==> src/rtl/counter_pkg.sv <==
// Shared definitions for the counter family: wrap/saturate mode constants and
// binary/Gray conversion helpers (32-bit wide; callers size-cast to their width).
package counter_pkg;

  localparam int CNT_SAT  = 0;
  localparam int CNT_WRAP = 1;
  localparam int CONV_W   = 32;

  function automatic logic [CONV_W-1:0] bin_to_gray(input logic [CONV_W-1:0] b);
    return b ^ (b >> 1);
  endfunction

  // Each binary bit is the XOR of all Gray bits at and above it.
  function automatic logic [CONV_W-1:0] gray_to_bin(input logic [CONV_W-1:0] g);
    logic [CONV_W-1:0] b;
    b[CONV_W-1] = g[CONV_W-1];
    for (int i = CONV_W - 2; i >= 0; i--) begin
      b[i] = b[i+1] ^ g[i];
    end
    return b;
  endfunction

endpackage

==> src/rtl/gray2bin.sv <==
// N-bit combinational Gray-to-binary converter: bin[i] is the XOR of gray[N-1:i].
module gray2bin #(
  parameter int N = 4
) (
  input  logic [N-1:0] gray,
  output logic [N-1:0] bin
);

  for (genvar i = 0; i < N; i++) begin : g_bit
    assign bin[i] = ^gray[N-1:i];
  end

endmodule

==> src/rtl/updown_counter_gray.sv <==
// Up/down counter with programmable modulus, wrap or saturate, registered binary
// and Gray outputs, combinational terminal count and a sticky boundary flag.
module updown_counter_gray
  import counter_pkg::*;
#(
  parameter int N         = 4,
  parameter int MAX       = (1 << N) - 1,
  parameter int WRAP      = CNT_WRAP,
  parameter int LOAD_GRAY = 0
) (
  input  logic         clk,
  input  logic         rst_n,
  input  logic         clear,
  input  logic         preset,
  input  logic         en,
  input  logic         up_down,
  input  logic [N-1:0] d_in,
  output logic [N-1:0] bin_out,
  output logic [N-1:0] gray_out,
  output logic         tc,
  output logic         ovf
);

  localparam logic [N-1:0] MAX_V   = MAX[N-1:0];
  localparam bit           DO_WRAP = (WRAP != CNT_SAT);

  logic [N-1:0] load_bin;
  logic [N-1:0] load_val;
  logic [N-1:0] bin_next;
  logic [N-1:0] gray_next;
  logic         ovf_next;

  if (LOAD_GRAY != 0) begin : g_gray_load
    gray2bin #(.N(N)) u_gray2bin (
      .gray (d_in),
      .bin  (load_bin)
    );
  end else begin : g_bin_load
    assign load_bin = d_in;
  end

  assign load_val = (load_bin > MAX_V) ? MAX_V : load_bin;

  // Boundaries are tested against MAX, so plain N-bit +/-1 never overflows.
  always_comb begin
    bin_next = bin_out;
    ovf_next = ovf;
    if (clear) begin
      bin_next = '0;
      ovf_next = 1'b0;
    end else if (preset) begin
      bin_next = load_val;
    end else if (en) begin
      if (up_down) begin
        if (bin_out == MAX_V) begin
          bin_next = DO_WRAP ? '0 : MAX_V;
          ovf_next = 1'b1;
        end else begin
          bin_next = bin_out + N'(1);
        end
      end else begin
        if (bin_out == '0) begin
          bin_next = DO_WRAP ? MAX_V : '0;
          ovf_next = 1'b1;
        end else begin
          bin_next = bin_out - N'(1);
        end
      end
    end
  end

  assign gray_next = N'(bin_to_gray(CONV_W'(bin_next)));

  always_ff @(posedge clk or negedge rst_n) begin
    if (!rst_n) begin
      bin_out  <= '0;
      gray_out <= '0;
      ovf      <= 1'b0;
    end else begin
      bin_out  <= bin_next;
      gray_out <= gray_next;
      ovf      <= ovf_next;
    end
  end

  assign tc = up_down ? (bin_out == MAX_V) : (bin_out == '0);

endmodule

==> config.mk <==
export PLATFORM = sky130hd
export DESIGN_NAME = updown_counter_gray
export DESIGN_NICKNAME = d
export VERILOG_FILES = /design/src/rtl/counter_pkg.sv /design/src/rtl/gray2bin.sv /design/src/rtl/updown_counter_gray.sv
export SDC_FILE = /design/constraint.sdc
export NUM_CORES = 1
export LEC_CHECK = 0
export ABC_AREA = 1
export ABC_CLOCK_PERIOD_IN_PS = 3250
export BUFFER_PORTS_ARGS = -buffer_cell sky130_fd_sc_hd__buf_4
export CORE_MARGIN = 1.5
export CORE_UTILIZATION = 30
export CTS_CLUSTER_DIAMETER = 60
export DETAILED_ROUTE_END_ITERATION = 10
export GPL_TIMING_DRIVEN = 1
export PLACE_DENSITY = 0.52
export SLEW_MARGIN = 30
export SYNTH_ARGS = -nofsm -noshare
export SYNTH_HDL_FRONTEND = slang
export SYNTH_HIERARCHICAL = 1
export SYNTH_SLANG_ARGS = --single-unit
export TNS_END_PERCENT = 50
==> constraint.sdc <==
create_clock -name clk -period 3.25 [get_ports clk]
set_clock_uncertainty 0.15 [all_clocks]
set_input_delay 0.65 -clock clk [delete_from_list [all_inputs] [get_ports clk]]
set_output_delay 0.65 -clock clk [all_outputs]
set_load 0.005 [all_outputs]
==> impl_metrics.toml <==
[status]
status = "finished clean"

[clocking]
clockBufferDepth = 2
cts_tree = "built"
cts_sinks = 8
cts_setup_buffers = 0
clk_latency_ns = 0.24
cts_buffers = 3
cts_root_buffer = "clkbuf_4"
htreeDepth = 1
clkTransAtPathRegs_ns = 0.05
cts-resized-gates = 0
postCtsHoldBufs = 0

[critical_path]
startpoint_type = "flip-flop"
worstPathArrival_ns = 1.38
cp.required_ns = 2.45
critical_path_class = "flip-flop to output pin"
r2r_cells = 6
r2r-start = "bin_out[0]"
r2r_slack_ns = 1.42
r2r_end = "gray_out[0]"
path_max_fanout = 7
worstSetupStartpoint = "bin_out[1]"
cp-end-kind = "output pin"

[layout]
ff_latch_area_um2 = 200
nets = 107
antennaDiodeCount = 0
syn_to_final_growth_pct = 34.4
fillers = 170
multiInputGateArea_um2 = 260
drive_gt1_share_pct = 25.8

[yosys]
ys_seq_area_share_pct = 38.7
async_reset_ff_share_pct = 100
synth-seq-cells = 8
synth.cells.most_frequent = "nand2_1, inv_1, nor2_1"
yosysMostFrequentCell = "nand2_1"
ys_dominant_reg_cell = "dfrtp_1"
synth_top_area_share_pct = 38.7
syn_inst = 72
syn_area_um2 = 517
yosys_warnings = 6
synth_nets = 84
syn_area_per_cell_um2 = 7.18
yosys.area.top_type = "dfrtp_1"
synthTopCellsByArea = "dfrtp_1, nand2_1, inv_1"
ys_types = 15
synth_edf_count = 0

[flow_run]
cap_violations = 0

[route]
drc = 0
route.detailed.wl_per_inst_um = 9.72
first_pass_iters = 5
routed_wl_mm = 1.06
ant_nets = 0
vias_per_cell = 4.65
via_count = 507
drt-initial-drc-count = 2

[floorplanning]
design.portCount = 20
rows = 14
core_area_um2 = 1560
initial_core_util_pct = 33.1
die_x_um = 44.5
die_h_um = 44.5
dieArea_um2 = 1980

[timing]
setup_tns_ns = 0
hold_viol = 0
finalMaxSlewViolations = 0
worstMarginPinSlew_ns = 0.274
period_minus_slack_ns = 2.18
finalCritPeriodShare_pct = 67.2
fin_hold_ws_ns = 0.0583
setup_viol = 0
maxSlewHeadroom_pct = 81.5
max_freq_mhz = 458
rsz0062_at_grt = "no"

[placed_design]
io_buffers = 19
finalWeightedCongestion = 0.818
hpwlAfterDp_um = 873

[global_routing]
grt.met3_usage_pct = 3.67
grtUsageMet2_pct = 19.4
antenna_found_initial = 0
grt-ovfl-total = 0
grt_max_degree = 9
grt_busiest_layer = "met2"
use_met1_pct = 18.2
grt_pass1_vias = 457
grt_pass1_wl_mm = 1.91
track_usage_pct = 13.5

[power]
ir_drop_mv = 0.172
leakage_nw = 0.398
pwr_density_cell_nw_per_um2 = 382

[worst_hold_path]
hold_path.class = "input port to asynchronous set/reset pin"
## worst max path at each step
| stage | slack [ns] | to |
|---|---|---|
| after floorplan | 1.50 | tc |
| after global placement | 1.22 | tc |
| after detailed placement | 1.21 | tc |
| after CTS | 1.06 | tc |
| after global routing | 0.93 | tc |
| final | 1.07 | tc |
## flip-flops by register name, summed over array words and instances (netlist names)
name / count
bin_out: 4
gray_out: 3
ovf: 1
## critical path, cell delays in order (launching register included)
cell	delay (ns)
dfrtp_1	0.46
ha_1	0.20
nand2_1	0.08
o21ai_0	0.25
buf_4	0.16
## power breakdown
group	internal (W)	switching (W)	leakage, nW
Sequential	0.000110	0.00000966	0.102
Clock	0.0000420	0.0000303	0.0138
Combinational	0.0000380	0.0000358	0.282
## final cells by class
cell class	count	share of cell area, %
Multi-Input combinational cell	50	37.5
Sequential cell	8	28.8
Timing Repair Buffer	19	20.5
Inverter	13	7.03
Clock buffer	3	3.24
Tap cell	16	2.88
## per-layer routing
metal  wire length, µm  vias up
li1                  -      268
met1               485      225
met2               519       12
met3                47        2
met4                 6        0
met5                 0        -
## cells in the final DEF, fill, tap and decap left out, drive strengths merged, types with 3 or more instances in the layout
cell type  synthesis  final
a21oi              3      3
buf                1     19
clkbuf             0      3
dfrtp              8      8
inv               13     13
nand2             16     16
nand3              8      8
nor2              10     10
o21ai              4      4
xor2               4      4
## metrics by stage
stage	util, %	cells	area (µm²)	total power, W	worst slack, ns
2_1_floorplan	-	72	517	0.000158	1.50
3_5_place_dp	43.1	106	672	0.000196	1.21
4_1_cts	44.5	109	694	0.000272	1.06
5_1_grt	44.5	109	694	0.000292	0.925
3_3_place_gp	43.1	106	672	0.000196	1.22
6_report	44.5	109	694	0.000265	1.07
## logic make-up (layout without fill, tap and decap cells)
family / after synthesis / count (layout) / synth area share, %
AND/OR/NAND/NOR: 36 / 36 / 30.8
AO/OA/AOI/OAI: 8 / 8 / 7.99
XOR/XNOR: 4 / 4 / 6.78
flip-flops: 8 / 8 / 38.7
buffers and inverters: 14 / 35 / 10.9
adder cells (fa/ha/maj): 2 / 2 / 4.84
Note: power is estimated with default switching activity, not from simulation.
